### src/rtl/fifo_push_ctrl.sv
// Producer-side write controller: buffers an upstream valid/ready stream in a small
// holding queue and pushes it into a flow-controlled FIFO, honouring PAUSE/CONTINUE/fifo_error.
module fifo_push_ctrl #(
  parameter int unsigned DATA_WIDTH = 6,
  parameter int unsigned HOLD_DEPTH = 4,
  parameter int unsigned CNT_WIDTH  = 8
) (
  input  logic                  clk,
  input  logic                  reset_L,
  input  logic [DATA_WIDTH-1:0] data_in,
  input  logic                  valid_in,
  output logic                  ready_out,
  input  logic                  PAUSE,
  input  logic                  CONTINUE,
  input  logic                  fifo_error,
  output logic                  push,
  output logic [DATA_WIDTH-1:0] Fifo_Data_in,
  output logic                  paused,
  output logic                  err_out,
  output logic [CNT_WIDTH-1:0]  push_count
);

  localparam int unsigned PtrW = $clog2(HOLD_DEPTH);
  localparam int unsigned CntW = PtrW + 1;
  localparam logic [CntW-1:0] Full = CntW'(HOLD_DEPTH);

  typedef enum logic [1:0] {StSend, StPaused, StError} state_e;

  state_e                state_q, state_d;
  logic [DATA_WIDTH-1:0] mem_q [HOLD_DEPTH];
  logic [PtrW-1:0]       wr_ptr_q, rd_ptr_q;
  logic [CntW-1:0]       count_q, count_d;
  logic                  accept, do_push;

  // PAUSE is checked before CONTINUE so it wins when both are high.
  always_comb begin
    state_d = state_q;
    unique case (state_q)
      StSend: begin
        if (fifo_error)  state_d = StError;
        else if (PAUSE)  state_d = StPaused;
      end
      StPaused: begin
        if (fifo_error)              state_d = StError;
        else if (CONTINUE && !PAUSE) state_d = StSend;
      end
      default: state_d = StError;
    endcase
  end

  // Readiness uses the registered count, so a full queue refuses even when a pop is due.
  assign ready_out = (count_q < Full) && (state_q != StError) && reset_L;
  assign accept    = valid_in && ready_out;
  assign do_push   = (state_d == StSend) && (count_q != '0);
  assign count_d   = count_q + CntW'(accept) - CntW'(do_push);

  assign paused  = (state_q == StPaused);
  assign err_out = (state_q == StError);

  always_ff @(posedge clk) begin
    if (!reset_L) begin
      state_q      <= StSend;
      wr_ptr_q     <= '0;
      rd_ptr_q     <= '0;
      count_q      <= '0;
      push         <= 1'b0;
      Fifo_Data_in <= '0;
      push_count   <= '0;
    end else begin
      state_q <= state_d;
      count_q <= count_d;
      push    <= do_push;
      if (accept) wr_ptr_q <= wr_ptr_q + PtrW'(1);
      if (do_push) begin
        Fifo_Data_in <= mem_q[rd_ptr_q];
        rd_ptr_q     <= rd_ptr_q + PtrW'(1);
        push_count   <= push_count + CNT_WIDTH'(1);
      end
    end
  end

  // Storage needs no reset; the pointers and count define which entries are live.
  always_ff @(posedge clk) begin
    if (accept) mem_q[wr_ptr_q] <= data_in;
  end

endmodule

### config.mk
export PLATFORM = sky130hd
export DESIGN_NAME = fifo_push_ctrl
export DESIGN_NICKNAME = d
export VERILOG_FILES = /design/src/rtl/fifo_push_ctrl.sv
export SDC_FILE = /design/constraint.sdc
export NUM_CORES = 1
export LEC_CHECK = 0
export ABC_AREA = 0
export CORE_UTILIZATION = 52
export CTS_CLUSTER_SIZE = 14
export DETAILED_ROUTE_END_ITERATION = 8
export PLACE_DENSITY = 0.8
export SLEW_MARGIN = 20
export SYNTH_ARGS = -nofsm -noshare
export SYNTH_HDL_FRONTEND = slang
export SYNTH_SLANG_ARGS = --single-unit
### constraint.sdc
create_clock -name clk -period 2.9 [get_ports clk]
set_input_delay 0.435 -clock clk [delete_from_list [all_inputs] [get_ports clk]]
set_output_delay 0.435 -clock clk [all_outputs]
set_load 0.05 [all_outputs]
==> implementation parameters, run 1 <==
Parameter                              Value

CTS
  Skew-Pair Late Insertion Delay ... approximately 300 ps
  Total number of clock tree sinks ... 48
  CTS tree ... done
  Post-cts gate resize count ... 0
  Root buffer selected by CTS ... sky130_fd_sc_hd__clkbuf_8
  Post-CTS Hold Fix Bufs ... 0
  Register clock-pin slew on the reported worst setup and hold paths ... approximately 80 ps
  Maximum buffer depth of the clock tree ... 2
  CTS buffer count ... 5
  H-Tree Depth ... 2
  Post-CTS Setup Bufs ... 0

Worst setup path
  Data required, critical path ... 3090 ps
  Nature of the critical path endpoint ... flip-flop
  Arrival time at the worst endpoint ... ~2800 ps
  Crit path max-delay cell type ... sky130_fd_sc_hd__clkdlybuf4s50_1
  CP startpoint kind ... input port
  Worst setup path category ... input port to flip-flop
  Number of cells on the worst reg-to-reg path ... 10
  Max incr delay on CP ... 410 ps
  Crit-path cells ... clkdlybuf4s50_1 -> or2_2 -> nor4_2 -> ha_1 -> inv_1 -> ha_1 -> inv_1 -> fa_1 -> xor2_1 -> xnor2_1 -> nor2_1
  Worst-path maximum fanout ... 2
  Internal reg-to-reg setup slack ... 470 ps
  Critical R2R Capture ... count_q[2]
  Worst flop-to-flop path startpoint ... state_q[1]

Global route
  Number of antenna violations at the first check in global routing ... 0
  Combined global-route utilization of all metal layers ... 19.5%
  Maximum number of pins on one net before global-route repair ... 21
  Via count of the first global-routing pass ... 1265
  Grt total ovfl ... 0
  Global-route wire length before repair ... 5.73 mm

Job
  Count of max-cap constraint violations ... 0

Placed design
  Placed cell count ... between 200 and 250
  Detailed placer's ending HPWL ... around 2.5 mm
  Final Wtd Congestion ... 0.729
  Worst setup slack before clock tree synthesis ... 2.73 ps
  Port Buffer Count ... 29

Layout
  Share of layout cells above drive strength 1 ... 12.0%
  Flip-flop and latch area ... 1200 um2
  Layout filler cell count ... 272
  Final core occ ... 69.8%
  Number of nets at the end of the flow ... 203
  Antenna diodes ... 0
  Non-filler instance count after layout ... 230
  Syn-to-layout area delta ... 23.1%
  Area taken by multi-input logic gates ... 718 um2

Routing
  Final WL ... 3.47 mm
  Via-per-instance ratio ... approximately 5.3
  Number of detailed-routing iterations run before antenna repair ... 4
  Post-DR wirelength/cell ... 15.1 um
  Total vias in the final route ... 1212
  DRC Markers ... 0
  Remaining antenna violation count after routing ... 0
  Number of design-rule violations left by the first detailed-router iteration ... 33

Power and ir drop
  Leakage dissipation ... 0.848 nW
  Maximum vdd ir drop ... roughly 0.40 mV
  Power Dens Cells ... 608 nW/um2

Synthesis
  Ranking of synthesized cells by area ... sky130_fd_sc_hd__edfxtp_1, sky130_fd_sc_hd__dfxtp_1, sky130_fd_sc_hd__mux4_2, sky130_fd_sc_hd__mux2i_1, sky130_fd_sc_hd__ha_1
  Average size of a mapped cell ... 13.3 um2
  Post-synth EDFFs ... 24
  Mapped cell area ... 1970 um2
  Post-synthesis instance total ... 148
  Post-Syn Nets ... 168
  Area fraction of the dominant cell type after synthesis ... between 30% and 40%
  Count of state elements after synthesis ... 48
  Library cell with the largest summed area after synthesis ... sky130_fd_sc_hd__edfxtp_1
  Leading register cell type out of synthesis ... sky130_fd_sc_hd__edfxtp_1
  List of most frequent post-synthesis cells ... sky130_fd_sc_hd__dfxtp_1, sky130_fd_sc_hd__edfxtp_1, sky130_fd_sc_hd__nor2_1
  Share of flip-flops with an asynchronous set or reset after synthesis ... 0%
  Synthesis warning total ... 0
  Number of distinct standard cells referenced by the synthesized netlist ... 30
  Sequential element share of the synthesized area ... between 60% and 70%

Timing
  Hold Vio Cnt, Final ... 0
  Final setup violation count ... 0
  Max-slew violation count ... 0
  Unrepaired setup endpoints after global routing ... no
  Minimum clock period ... 2630 ps
  Portion of the clock cycle consumed by the worst path in the final layout ... between 90% and 100%
  Setup Total Neg Slack ... 0 ps
  Rel. slew slack ... between 60% and 70%
  Timing-limited maximum frequency ... 381 MHz
  Setup clock skew after layout ... 10.4 ps
  Worst Tran Pin Value ... 502 ps
  Final worst slack ... between 200 and 300 ps
  Post-Route Hold Slack ... 502 ps

Hold path
  Class of the tightest hold or removal check ... flip-flop to flip-flop
  Worst Hold Path Cells ... 2
  Hold path startpoint ... push_count[4]
  WHS Endpoint ... push_count[4]

Status
  Outcome ... completed

Die
  Die area ... ~4000 um2
  Core Footprint ... approximately 3500 um2
  Count of boundary I/O pins ... 30
  Die width ... 63.5 um
  Standard-cell rows ... 21
  Die Y-Extent ... around 64 um
  Initial core utilization ... 56.7%
[worst max path at each step]
stage	from	endpoint	slack, ps	cells after the start
floorplan	state_q[1]	count_q[2]	200	11
global placement	fifo_error	count_q[2]	130	11
detailed placement	fifo_error	count_q[2]	3	11
CTS	fifo_error	count_q[2]	290	11
global route	fifo_error	count_q[2]	170	11
finish	fifo_error	count_q[2]	270	11
[stage by stage]
stage,power (mW),instance area (um2)
floorplan,1.01,1970
global placement,1.09,2340
detailed placement,1.11,2340
CTS,1.49,2420
global route,1.54,2420
finish,1.47,2420
[critical path, delay by kind of cell]
family                     cells  cell delay [ps]
adders and majority gates      3              830
and+or+nand+nor                3              690
buffers and inverters          3              540
xor gates and xnor gates       2              310
[layout by cell type (no fill, tap or decap), types with 4 or more instances in the layout]
cell	instances
sky130_fd_sc_hd__and2_1	5
sky130_fd_sc_hd__buf_4	5
sky130_fd_sc_hd__clkbuf_8	5
sky130_fd_sc_hd__clkdlybuf4s50_1	28
sky130_fd_sc_hd__dfxtp_1	24
sky130_fd_sc_hd__edfxtp_1	24
sky130_fd_sc_hd__ha_1	7
sky130_fd_sc_hd__inv_1	6
sky130_fd_sc_hd__mux2i_1	11
sky130_fd_sc_hd__mux4_2	6
sky130_fd_sc_hd__nand2_1	7
sky130_fd_sc_hd__nor2_1	16
sky130_fd_sc_hd__nor3_1	4
sky130_fd_sc_hd__xnor2_1	4
[logic make-up (layout without fill, tap and decap cells)]
kind of cell               after synthesis  count (layout)  share of synthesized area [%]
AOI/OAI and AO/OA                        8               8                           2.73
xor gates and xnor gates                 5               5                           2.22
adders and majority gates                8               8                           5.47
muxes                                   17              17                           12.5
buffers and inverters                   12              48                           2.48
and+or+nand+nor                         50              50                           13.6
DFF                                     48              48                           61.0
[where the power goes]
group,switching [mW],internal [mW]
registers,0.0389,0.754
clock network,0.211,0.169
logic,0.163,0.136
total,0.413,1.06
[per-layer routing]
| layer | routed length, um | vias to the layer above | GRT usage (%) | part of all wire (%) |
|---|---|---|---|---|
| li1 | - | 597 | - | - |
| met1 | 1390 | 577 | 20.4 | 40 |
| met2 | 1920 | 32 | 35.5 | 55 |
| met3 | 109 | 6 | 5.43 | 3.1 |
| met4 | 51 | 0 | 9.38 | 1.5 |
| met5 | 0 | - | 0 | 0 |
[flip-flops by register name, summed over array words and instances, names as in the netlist]
register / count
mem_q: 24
push_count: 8
Fifo_Data_in: 6
count_q: 3
rd_ptr_q: 2
state_q: 2
wr_ptr_q: 2
push: 1
[final cells by class]
type	instances	area share (%)
repair buffers	34	13.9
clock inverters	2	0.517
clock buffers	6	3.00
flip-flops and latches	48	49.6
well taps	46	2.38
multi-input cells	88	29.6
inverters	6	0.930
Note: power is estimated with default switching activity, not from simulation.
==> run 2, diff against run 1 <==
--- a/config.mk
+++ b/config.mk
@@ -6,10 +6,11 @@
 export NUM_CORES = 1
 export LEC_CHECK = 0
 export ABC_AREA = 0
-export CORE_UTILIZATION = 52
+export CORE_UTILIZATION = 55
+export CTS_BUF_LIST = sky130_fd_sc_hd__clkbuf_2 sky130_fd_sc_hd__clkbuf_4 sky130_fd_sc_hd__clkbuf_8
 export CTS_CLUSTER_SIZE = 14
 export DETAILED_ROUTE_END_ITERATION = 8
-export PLACE_DENSITY = 0.8
+export PLACE_DENSITY = 0.84
 export SLEW_MARGIN = 20
 export SYNTH_ARGS = -nofsm -noshare
 export SYNTH_HDL_FRONTEND = slang
==> implementation parameters, run 2 (synthesized netlist as in run 1, its figures left out) <==
Parameter                              Value

Die
  Die width ... 61.8 um
  Die Y-Extent ... between 60 and 70 um
  Initial core utilization ... between 50% and 60%
  Core Footprint ... 3390 um2
  Standard-cell rows ... 21
  Die area ... 3820 um2
  Count of boundary I/O pins ... 30

Timing
  Final worst slack ... 430 ps
  Unrepaired setup endpoints after global routing ... no
  Max-slew violation count ... 0
  Hold Vio Cnt, Final ... 0
  Worst Tran Pin Value ... 514 ps
  Portion of the clock cycle consumed by the worst path in the final layout ... 85.2%
  Minimum clock period ... 2470 ps
  Setup Total Neg Slack ... 0 ps
  Rel. slew slack ... 65.7%
  Timing-limited maximum frequency ... just over 400 MHz
  Final setup violation count ... 0
  Setup clock skew after layout ... ~11 ps

Worst setup path
  CP startpoint kind ... input port
  Crit path max-delay cell type ... sky130_fd_sc_hd__clkdlybuf4s50_1
  Critical R2R Capture ... count_q[2]
  Data required, critical path ... between 3000 and 4000 ps
  Crit-path cells ... clkdlybuf4s50_1 -> or2_2 -> nor4_2 -> ha_1 -> inv_1 -> ha_1 -> inv_1 -> fa_1 -> xor2_1 -> xnor2_1 -> nor2_1
  Max incr delay on CP ... 410 ps
  Internal reg-to-reg setup slack ... 560 ps
  Nature of the critical path endpoint ... flip-flop
  Number of cells on the worst reg-to-reg path ... 10
  Arrival time at the worst endpoint ... 2730 ps
  Worst-path maximum fanout ... 2
  Worst setup path category ... input port to flip-flop
  Worst flop-to-flop path startpoint ... state_q[1]

Global route
  Maximum number of pins on one net before global-route repair ... 21
  Global-route wire length before repair ... about 5.3 mm
  Via count of the first global-routing pass ... between 1000 and 1500
  Combined global-route utilization of all metal layers ... 20.6%
  Grt total ovfl ... 0
  Number of antenna violations at the first check in global routing ... 0

Routing
  Met2 WL post-DR ... 1.84 mm
  Post-DR wirelength/cell ... ~15 um
  Top routing layer in use ... met4
  Total met3 wirelength after detailed routing ... roughly 130 um
  Total vias in the final route ... between 1000 and 1500
  Final WL ... 3.42 mm
  Detailed-route wire length on metal 1 ... 1.44 mm
  DRC Markers ... 0
  Remaining antenna violation count after routing ... 0
  Via-per-instance ratio ... ~5.3
  Number of design-rule violations left by the first detailed-router iteration ... 98
  Number of detailed-routing iterations run before antenna repair ... 4

Hold path
  Hold path startpoint ... push_count[6]
  Worst Hold Path Cells ... 2
  WHS Endpoint ... push_count[6]
  Class of the tightest hold or removal check ... flip-flop to flip-flop

Layout
  Antenna diodes ... 0
  Number of nets at the end of the flow ... 203
  Final core occ ... slightly above 70%
  Largest register FFs ... 24
  Registers with the most flip-flops ... mem_q: 24 flops, push_count: 8 flops, Fifo_Data_in: 6 flops
  Commonest cells after routing, fill and taps aside ... sky130_fd_sc_hd__clkdlybuf4s50_1, sky130_fd_sc_hd__dfxtp_1, sky130_fd_sc_hd__edfxtp_1
  Share of layout cells above drive strength 1 ... 12.0%
  Syn-to-layout area delta ... 21.6%
  Register with the highest flop count ... mem_q
  Commonest non-fill, non-tap cell in the layout ... sky130_fd_sc_hd__clkdlybuf4s50_1

CTS
  Register clock-pin slew on the reported worst setup and hold paths ... ~140 ps
  Post-CTS Setup Bufs ... 0
  Skew-Pair Late Insertion Delay ... between 300 and 400 ps
  Total number of clock tree sinks ... 48
  CTS buffer count ... 5
  CTS tree ... done
  H-Tree Depth ... 2
  Root buffer selected by CTS ... sky130_fd_sc_hd__clkbuf_4
  Post-cts gate resize count ... 0
  Maximum buffer depth of the clock tree ... 2
  Post-CTS Hold Fix Bufs ... 0

Status
  Outcome ... completed

Power and ir drop
  Power Dens Cells ... 580 nW/um2
  Leakage dissipation ... between 0.8 and 0.9 nW
  Maximum vdd ir drop ... about 0.35 mV

Placed design
  Port Buffer Count ... 29
  Worst setup slack before clock tree synthesis ... about 65 ps
  Final Wtd Congestion ... slightly below 0.7
  Detailed placer's ending HPWL ... 2.44 mm

Job
  Count of max-cap constraint violations ... 0
[run 2: critical path, delay by kind of cell]
kind | cells | cell delay, ps
xor+xnor | 2 | 300
buf+inv | 3 | 520
simple gates | 3 | 660
fa+ha+maj | 3 | 810
[run 2: report_power, final]
group	switching, mW	internal (mW)
Combinational	0.162	0.135
Sequential	0.0394	0.755
Clock	0.205	0.0931
[run 2: cell type report]
| cell class | instances | area, um2 |
|---|---|---|
| timing repair buffer | 34 | 338 |
| multi-input combinational | 88 | 718 |
| fill | 212 | 997 |
| tap | 46 | 57.6 |
| sequential | 48 | 1200 |
| clock buffer | 5 | 37.5 |
| clock inverter | 3 | 17.5 |
| inverter | 6 | 22.5 |
[run 2: worst max path at each step]
stage / start / end / slack (ps) / cells after the start
final: fifo_error / count_q[2] / 430 / 11
after global routing: fifo_error / count_q[2] / 260 / 11
after CTS: fifo_error / count_q[2] / 440 / 11
after detailed placement: fifo_error / count_q[2] / 60 / 11
after global placement: fifo_error / count_q[2] / 130 / 11
after floorplan: state_q[1] / count_q[2] / 200 / 11
[run 2: stage by stage]
| stage | instance area [um2] | total power, mW | hold slack, ps | cells |
|---|---|---|---|---|
| floorplan | 1970 | 1.01 | 478 | 148 |
| global placement | 2340 | 1.09 | 471 | 222 |
| detailed placement | 2340 | 1.11 | 493 | 222 |
| CTS | 2390 | 1.40 | 515 | 230 |
| global route | 2390 | 1.46 | 541 | 230 |
| finish | 2390 | 1.39 | 512 | 230 |
[run 2: layer usage]
layer  vias to the layer above  track usage [%]
li1                        599                -
met1                       587             23.9
met2                        27             37.3
met3                         2             4.97
met4                         0             6.67
met5                         -                0
==> run 3, diff against run 2 <==
--- a/config.mk
+++ b/config.mk
@@ -10,7 +10,7 @@
 export CTS_BUF_LIST = sky130_fd_sc_hd__clkbuf_2 sky130_fd_sc_hd__clkbuf_4 sky130_fd_sc_hd__clkbuf_8
 export CTS_CLUSTER_SIZE = 14
 export DETAILED_ROUTE_END_ITERATION = 8
-export PLACE_DENSITY = 0.84
+export PLACE_DENSITY = 0.86
 export SLEW_MARGIN = 20
 export SYNTH_ARGS = -nofsm -noshare
 export SYNTH_HDL_FRONTEND = slang
==> implementation parameters, run 3 (synthesized netlist as in run 1, its figures left out) <==
Parameter                              Value

Timing
  Post-Route Hold Slack ... between 500 and 600 ps
  Portion of the clock cycle consumed by the worst path in the final layout ... about 85%
  Worst Tran Pin Value ... 511 ps
  Rel. slew slack ... 65.8%
  Setup clock skew after layout ... 13.2 ps
  Hold Vio Cnt, Final ... 0
  Final setup violation count ... 0
  Setup Total Neg Slack ... 0 ps
  Timing-limited maximum frequency ... slightly above 400 MHz
  Unrepaired setup endpoints after global routing ... no
  Minimum clock period ... 2470 ps
  Max-slew violation count ... 0
  Final worst slack ... 435 ps

CTS
  Post-CTS Hold Fix Bufs ... 0
  Register clock-pin slew on the reported worst setup and hold paths ... 140 ps
  CTS buffer count ... 5
  Root buffer selected by CTS ... sky130_fd_sc_hd__clkbuf_4
  Post-cts gate resize count ... 0
  CTS tree ... done
  Post-CTS Setup Bufs ... 0
  H-Tree Depth ... 2
  Total number of clock tree sinks ... 48
  Skew-Pair Late Insertion Delay ... 360 ps
  Maximum buffer depth of the clock tree ... 2

Worst setup path
  Worst setup path category ... input port to flip-flop
  Arrival time at the worst endpoint ... around 2700 ps
  Largest delay contributor family on the critical path ... adder cells
  Max incr delay on CP ... ~410 ps
  Nature of the critical path endpoint ... flip-flop
  Number of buffer and inverter instances along the worst setup path ... 3
  Number of cells on the worst reg-to-reg path ... 10
  Number of logic stages on the critical path including buffering ... 11
  Data required, critical path ... 3170 ps
  Crit path max-delay cell type ... sky130_fd_sc_hd__clkdlybuf4s50_1
  Worst-path maximum fanout ... 2
  CP startpoint kind ... input port
  Crit-path cells ... clkdlybuf4s50_1 -> or2_2 -> nor4_2 -> ha_1 -> inv_1 -> ha_1 -> inv_1 -> fa_1 -> xor2_1 -> xnor2_1 -> nor2_1

Die
  Die width ... 61.8 um
  Initial core utilization ... between 50 and 60%
  Die Y-Extent ... 61.8 um
  Core Footprint ... roughly 3400 um2
  Count of boundary I/O pins ... 30
  Die area ... 3820 um2
  Standard-cell rows ... 21

Routing
  Final WL ... 3.74 mm
  Number of design-rule violations left by the first detailed-router iteration ... 35
  Total vias in the final route ... about 1300
  Post-DR wirelength/cell ... 16.2 um
  Remaining antenna violation count after routing ... 0
  Number of detailed-routing iterations run before antenna repair ... 4
  Via-per-instance ratio ... 5.47
  DRC Markers ... 0

Power and ir drop
  Power share of the sequential group ... 50.4%
  Net switching power of the design ... ~0.42 mW
  Power Dens Cells ... roughly 650 nW/um2
  Combinational fraction of design power ... 18.9%
  Internal portion of total power ... 1.16 mW
  Leakage dissipation ... ~0.86 nW
  Proportion of power drawn by the clock network ... 30.7%
  Maximum vdd ir drop ... 0.545 mV
  Fraction of power spent switching nets ... 26.5%
  Power after layout ... about 1.6 mW

Placed design
  Placed cell count ... 222
  Final Wtd Congestion ... roughly 0.75
  Detailed placer's ending HPWL ... 2.66 mm
  Post-DP Area ... 2340 um2
  Port Buffer Count ... 29
  Worst setup slack before clock tree synthesis ... 44.6 ps

Job
  Count of max-cap constraint violations ... 0

Global route
  Maximum number of pins on one net before global-route repair ... 21
  Combined global-route utilization of all metal layers ... 22.4%
  Global-route wire length before repair ... 5.73 mm
  Number of antenna violations at the first check in global routing ... 0
  Via count of the first global-routing pass ... 1251
  Grt total ovfl ... 0

Layout
  Final core occ ... 72.1%
  Register with the highest flop count ... mem_q
  Non-filler instance count after layout ... 230
  Syn-to-layout area delta ... 24.2%
  Share of layout cells above drive strength 1 ... 12.5%
  Commonest cells after routing, fill and taps aside ... sky130_fd_sc_hd__clkdlybuf4s50_1, sky130_fd_sc_hd__dfxtp_1, sky130_fd_sc_hd__edfxtp_1
  Largest register FFs ... 24
  Registers with the most flip-flops ... mem_q: 24 flops, push_count: 8 flops, Fifo_Data_in: 6 flops
  Antenna diodes ... 0
  Commonest non-fill, non-tap cell in the layout ... sky130_fd_sc_hd__clkdlybuf4s50_1
  Final design area excluding fillers ... 2440 um2
  Number of nets at the end of the flow ... 203

Hold path
  Worst Hold Path Cells ... 2
  Class of the tightest hold or removal check ... flip-flop to flip-flop

Status
  Outcome ... completed
[run 3: cell count changes in the layout (fill, tap and decap cells not counted), sizes merged]
cell,before,now
clkinv,1,0
bufinv,0,2
clkinvlp,1,0
[run 3: worst paths after layout]
path	startpoint	to	slack, ps
setup / recovery	fifo_error	count_q[2]	430
hold / removal	Fifo_Data_in[5]	Fifo_Data_in[5]	520
setup reg to reg	state_q[1]	count_q[2]	560
hold reg to reg	Fifo_Data_in[5]	Fifo_Data_in[5]	520
[run 3: per-layer routing]
metal  up-vias  global-route usage (%)  wire length (um)
met5         -                       0                 0
met4         0                    10.2                70
met3         7                    6.42               120
met2        27                    42.4              2150
met1       624                    22.4              1400
li1        599                       -                 -
[run 3: worst reg2reg max path, delay by kind of cell, from the launching register on]
family	cells	cell delay [ps]
xor+xnor	2	330
buf+inv	2	120
fa+ha+maj	3	790
simple gates	3	670
flops	1	350
[run 3: power groups by stage]
stage | Combinational [mW] | Clock (mW) | Sequential (mW)
final | 0.298 | 0.486 | 0.796
after CTS | 0.299 | 0.490 | 0.796
after global routing | 0.323 | 0.515 | 0.804
after global placement | 0.282 | 0 | 0.807
after floorplan | 0.180 | 0 | 0.828
after detailed placement | 0.297 | 0 | 0.811
[run 3: layout make-up]
cell class,instances,area (um2)
Tap cell,46,57.6
Clock inverter,3,68.8
Inverter,6,22.5
Clock buffer,5,37.5
Timing Repair Buffer,34,338
Multi-Input combinational cell,88,718
Fill cell,211,946
Sequential cell,48,1200
